**config.mk**
```make
export PLATFORM = sky130hd
export DESIGN_NAME = fetch_stage
export DESIGN_NICKNAME = d
export VERILOG_FILES = /design/src/rtl/fetch_stage.sv
export SDC_FILE = /design/constraint.sdc
export NUM_CORES = 1
export LEC_CHECK = 0
export BUFFER_PORTS_ARGS = -buffer_cell sky130_fd_sc_hd__clkbuf_2
export CAP_MARGIN = 20
export CORE_ASPECT_RATIO = 0.7
export CORE_UTILIZATION = 35
export CTS_BUF_LIST = sky130_fd_sc_hd__clkbuf_4 sky130_fd_sc_hd__clkbuf_8 sky130_fd_sc_hd__clkbuf_16
export DETAILED_ROUTE_END_ITERATION = 7
export GPL_TIMING_DRIVEN = 0
export SYNTH_ARGS = -nofsm -noshare
export SYNTH_HDL_FRONTEND = slang
export SYNTH_SLANG_ARGS = --single-unit
```
**constraint.sdc**
```tcl
create_clock -name clk -period 5.4 [get_ports clk]
set_clock_uncertainty 0.2 [all_clocks]
set_input_delay 0.54 -clock clk [delete_from_list [all_inputs] [get_ports clk]]
set_output_delay 0.54 -clock clk [all_outputs]
set_load 0.005 [all_outputs]
```
**src/rtl/fetch_stage.sv**
```systemverilog
// Instruction-fetch stage: owns the PC, fetches from a combinational instruction
// port and buffers {pc, insn} pairs in a small in-order FIFO toward decode.
module fetch_stage #(
  parameter int unsigned         AWIDTH     = 32,
  parameter int unsigned         DWIDTH     = 32,
  parameter logic [AWIDTH-1:0]   BASE_ADDR  = 32'h01000000,
  parameter int unsigned         FIFO_DEPTH = 2
) (
  input  logic              clk,
  input  logic              rst,
  input  logic              fetch_en_i,
  output logic [AWIDTH-1:0] mem_pc_o,
  output logic              mem_read_en_o,
  input  logic [DWIDTH-1:0] mem_insn_i,
  input  logic              redirect_i,
  input  logic [AWIDTH-1:0] redirect_pc_i,
  output logic              dec_valid_o,
  input  logic              dec_ready_i,
  output logic [AWIDTH-1:0] dec_pc_o,
  output logic [DWIDTH-1:0] dec_insn_o,
  output logic [31:0]       fetch_count_o
);

  localparam int unsigned PW = (FIFO_DEPTH > 1) ? $clog2(FIFO_DEPTH) : 1;
  localparam int unsigned CW = PW + 1;

  logic [AWIDTH-1:0] pc_reg;
  logic [CW-1:0]     count_reg;
  logic [PW-1:0]     wr_ptr_reg;
  logic [PW-1:0]     rd_ptr_reg;
  logic [31:0]       fetch_count_reg;

  logic [AWIDTH-1:0] pc_mem   [FIFO_DEPTH];
  logic [DWIDTH-1:0] insn_mem [FIFO_DEPTH];

  logic pop;
  logic space;
  logic fetch;
  logic empty;

  assign empty = (count_reg == '0);
  assign pop   = ~empty & dec_ready_i;
  // A pop in the same cycle frees a slot, so a full FIFO can still accept a push.
  assign space = (count_reg < CW'(FIFO_DEPTH)) | pop;
  assign fetch = rst & fetch_en_i & ~redirect_i & space;

  assign mem_pc_o      = pc_reg;
  assign mem_read_en_o = fetch;
  assign fetch_count_o = fetch_count_reg;

  assign dec_valid_o = ~empty;
  assign dec_pc_o    = empty ? '0 : pc_mem[rd_ptr_reg];
  assign dec_insn_o  = empty ? '0 : insn_mem[rd_ptr_reg];

  always_ff @(posedge clk) begin
    if (fetch) begin
      pc_mem[wr_ptr_reg]   <= pc_reg;
      insn_mem[wr_ptr_reg] <= mem_insn_i;
    end
  end

  always_ff @(posedge clk or negedge rst) begin
    if (!rst) begin
      pc_reg          <= BASE_ADDR;
      count_reg       <= '0;
      wr_ptr_reg      <= '0;
      rd_ptr_reg      <= '0;
      fetch_count_reg <= '0;
    end else if (redirect_i) begin
      // Flush drops any concurrent pop; the fetch counter survives.
      pc_reg     <= {redirect_pc_i[AWIDTH-1:2], 2'b00};
      count_reg  <= '0;
      wr_ptr_reg <= '0;
      rd_ptr_reg <= '0;
    end else begin
      if (fetch) begin
        pc_reg          <= pc_reg + AWIDTH'(4);
        wr_ptr_reg      <= wr_ptr_reg + PW'(1);
        fetch_count_reg <= fetch_count_reg + 32'd1;
      end
      if (pop) begin
        rd_ptr_reg <= rd_ptr_reg + PW'(1);
      end
      count_reg <= count_reg + CW'(fetch) - CW'(pop);
    end
  end

endmodule

```
# ---- Yosys cells after proc, flatten, opt, wreduce, memory -nomap -nowiden
# Memories as Yosys holds them, arrays and structs flattened.
# Cells that the tools add are included.
dict set report totals {
  out_inout_bits 130
  n_memories 2
  ramBits 128
  reg_bits 68
  input_bits 69
  wordCells 36
}
# memory depth word_bits rd rd_clocked_by_memory_dff write_ports line
set memory_table {}
lappend memory_table {insn_mem 2 32 1 0 1 34} ;# logic [DWIDTH-1:0] insn_mem [FIFO_DEPTH];
lappend memory_table {pc_mem 2 32 1 0 1 33} ;# logic [AWIDTH-1:0] pc_mem [FIFO_DEPTH];
dict set report classes {
  reduce_logical 4
  n_addsub 6
  magnitude_cmp 1
  bitwise_logic 7
  muxes 11
}
# operator n
set op_table {}
lappend op_table {{$mux 32} 4}
lappend op_table {{$add 32x1->32 const B} 1}
lappend op_table {{$add 32x3->32 const B} 1}
lappend op_table {{$mux 1} 6}
lappend op_table {{$and 1x1->1} 4}
lappend op_table {{$reduce_bool 2->1} 2}
lappend op_table {{$add 1x1->1 const B} 2}
lappend op_table {{$add 2x1->2} 1}
lappend op_table {{$logic_not 2->1} 1}
lappend op_table {{$lt 2x2->1 const B} 1}
lappend op_table {{$mux 2} 1}
lappend op_table {{$not 1->1} 2}
lappend op_table {{$reduce_and 2->1} 1}
lappend op_table {{$sub 2x1->2} 1}
lappend op_table {{$or 1x1->1} 1}

# ---- Depth between registers and ports, before layout
dict set report logic_depth {
  word_depth 8
  ltp_mapped 8
  depth_no_buf 8
}

# ---- Worst setup path before layout
# No wires, ideal clock.
dict set report synth_timing {
  path_type {input to register}
  start {in rst}
  end {mem insn_mem[0][0], enable pin}
  slack_ns -0.614
  cell_stages 3
  t_arrival_ns 5.255
  path_buffers 0
  required_ns 4.641
  path_cell_list {nand2_1 > or2_2 > nor3_1}
}
dict set report synth_via {
  elab_chain_cells 5
}
# item line
set synth_lines {}
lappend synth_lines {{from (decl)} 10} ;# input logic rst,
lappend synth_lines {{$and 1x1->1 (3 in series)} 45} ;# assign fetch = rst & fetch_en_i & ~redirect_i & space;
lappend synth_lines {{$mux 1} 56} ;# if (fetch) begin
lappend synth_lines {{$mux 1 (implied by the code)} 58} ;# insn_mem[wr_ptr_reg] <= mem_insn_i;
lappend synth_lines {{to (decl)} 34}
# No other way between the ends.

# ---- Worst setup path in the final report
dict set report layout_timing {
  start {in rst}
  end {mem insn_mem[0][22], enable pin}
}
# The elaborated chain is that of the path after synthesis.

==> metrics.md <==
| Metric | Value |
|---|---|
| Worst relative slew slack | `39.10%` |
| X dimension of the die | `183.0 um` |
| Status | `complete, no violations` |
| Final hold vios | `0` |
| Area growth, synth to finish | `26.61%` |
| Distinct cells, synth | `39` |
| IO buf count | `between 150 and 200` |
| Share of layout cells above drive strength 1 | `30.09%` |
| Worst EP arrival | `3.58 ns` |
| Syn avg cell area | `approximately 13 um2` |
| Final WS setup | `roughly 1.8 ns` |
| Longest Clk Path Bufs | `2` |
| Total negative slack | `0 ns` |
| Wirelength per Cell | `between 15 and 20 um` |
| Max FO, Critical Path | `43` |
| Post-Syn Instances | `~600` |
| Post-DR vias/cell | `approximately 4.7` |
| Nets | `904` |
| Pwr per Cell Area | `between 300 and 400 nW/um2` |
| Routability cong. | `0.7978` |
| Post-route insts no fill | `1150` |
| Final Instance Area | `around 10000 um2` |
| Vias | `roughly 5300` |
| Pre-CTS WS | `1.749 ns` |
| Total power | `between 3 and 4 mW` |
| Clock period minus final worst setup slack | `3.640 ns` |
| CP Class | `in -> reg` |
| Number of remaining DRC errors | `0` |
| DP HPWL | `13370 um` |
| Max Cap Viol | `0` |
| Seq cells post-synth | `190` |
| Setup violators final | `0` |
| CTS Root Cell | `clkbuf_16` |
| Post-synthesis sequential area ratio | `around 67%` |
| Layout Utilization | `46.04%` |
| CP Capture Type | `flop` |
| Final period utilization | `roughly two thirds` |
| Clock Pin Slew Worst Setup and Hold Paths | `0.07 ns` |
| Initial antenna violation count | `1` |
| Clock power share | `32.5%` |
| Synth top area share | `a little under half` |
| CTS tree | `yes` |
| 1st-iter DRT viols | `296` |
| Synthesized cell area | `8025 um2` |
| Critical Path RT | `5.34 ns` |
| Startpoint Class | `input pin` |
| Maximum clock frequency | `0.2747 GHz` |
| CTS sink cnt | `190` |
| I/O pin count | `199` |
| Gate power share | `about a quarter` |
| Antenna-violating nets left | `0` |
| Total gr overflow | `0` |
| Sw Share | `between 30% and 40%` |
| Internal power | `2.768 mW` |
| Placed Area | `9535 um2` |
| HP Class | `in -> reg` |
| Worst VDD drop | `around 0.21 mV` |
| Drt pass-1 iters | `4` |
| P_leak | `4.059 nW` |
| Sequential share of power | `43.4%` |
| Most flops, register | `insn_mem` |
| Vias in the first global route | `5146` |
| Top_reg_cell synth | `edfxtp_1` |
| Htree depth | `4` |
| Area leader, netlist | `edfxtp_1` |
| Final Max Tran Viols | `0` |
| Net Sw Power | `between 1 and 1.5 mW` |
| Worst-Skew Late Latency | `0.42 ns` |
| GRT Overall Usage | `16.46%` |
| Largest net degree at the start of global routing | `53` |
| Max reg flops | `64` |
| Starting Density | `between 30% and 40%` |
| Unrepaired setup endpoints after global routing | `no` |
| Core Rows | `45` |
| Asr flop ratio synth | `34.74%` |
| Worst-Margin Slew | `0.9101 ns` |
| Worst hold slack | `~0.10 ns` |
| Ys Warns | `0` |
| Die Area | `around 24000 um2` |
| Area contributors post-synth | `edfxtp_1, dfrtp_1, mux2i_1, nor2_1, xor2_1` |
| First-pass GRT wire length | `29250 um` |
| Number of synthesized flops with an enable pin | `124` |
| Placed Instances | `1115` |
| Num CTS Buffers | `17` |
| Die Ht | `128.7 um` |
| Core Footprint | `about 22000 um2` |
| Final wirelength | `18780 um` |
-- final cells by class --
type / instances / area (um2)
antenna: 1 / 2.502
buffer: 28 / 128.9
clock buffer: 19 / 440.4
clock inverter: 13 / 165.2
fill: 2087 / 11910
inverter: 7 / 26.28
multi-input combinational: 388 / 2521
sequential: 190 / 5376
tap: 305 / 381.6
timing repair buffer: 199 / 1119
-- synth_stat cells (all sizes together), types with 10 or more instances --
cell type,instances
nor2,82
nand2,50
edfxtp,124
xnor2,29
clkbuf,14
nor3,10
buf,14
nand3,27
o21ai,30
xor2,33
nand4,21
dfrtp,65
mux2i,63
-- logic make-up after synthesis --
| family | Yosys count | synth area share (%) |
|---|---|---|
| adder cells (fa/ha/maj) | 4 | 0.6237 |
| multiplexers | 64 | 7.998 |
| buffers and inverters | 35 | 1.933 |
| XOR/XNOR | 62 | 6.766 |
| AND/OR/NAND/NOR | 222 | 13.61 |
| AO/OA/AOI/OAI | 32 | 2.027 |
| flip-flops | 190 | 66.99 |
| other | 1 | 0.04673 |
-- worst paths after layout --
kind | endpoint | from | cells past startpoint | slack [ns]
setup / recovery | insn_mem[0][22] | rst | 8 | 1.76
hold / removal | insn_mem[1][13] | mem_insn_i[13] | 1 | 0.10
setup reg to reg | insn_mem[0][22] | count_reg[1] | 6 | 2.75
hold reg to reg | fetch_count_o[31] | fetch_count_o[31] | 1 | 0.28
max in group asynchronous | rd_ptr_reg | rst | 3 | 4.05
min in group asynchronous | mem_pc_o[18] | rst | 2 | 0.40
-- power by group through the flow --
stage                     Clock (mW)  Combinational, mW  Sequential, mW
after floorplan                    0              0.522            1.74
after global placement             0              0.956            1.76
after detailed placement           0              0.981            1.75
after CTS                       1.33              0.983            1.72
after global routing            1.39               1.08            1.74
final                           1.29              0.959            1.72
-- routing by layer --
| layer | wire length [um] | part of all wire, % | track usage (%) |
|---|---|---|---|
| met4 | 125 | 0.67 | 3.873 |
| met3 | 1396 | 7.4 | 5.916 |
| met1 | 9053 | 48 | 22.99 |
| met5 | 0 | 0 | 0 |
| met2 | 8199 | 44 | 24.40 |
-- what timing repair did --
item,4_1_cts,5_1_grt
hold buffers,1,0
hold endpoints to repair,23,0
buffers inserted,0,0
gates resized for setup,0,0
-- critical path, stage by stage --
cell	delay [ns]
dlygate4sd3_1	0.52
clkbuf_4	0.38
buf_16	0.28
nand2_1	0.26
or2_2	0.43
nor3_4	0.69
buf_16	0.25
buf_16	0.18
-- cells in the final DEF, fill, tap and decap left out, types with 5 or more instances in the layout --
master,instances
nand4_1,20
buf_1,8
dfrtp_1,65
o21ai_0,30
clkbuf_1,14
inv_1,7
nand3_1,27
buf_4,5
clkbuf_2,191
xor2_1,33
xnor2_1,29
and3_1,7
clkbuf_16,17
buf_16,5
edfxtp_1,124
mux2i_1,63
nand2_1,50
nor3_1,6
nor2_1,80
inv_8,5
Note: power is estimated with default switching activity, not from simulation.
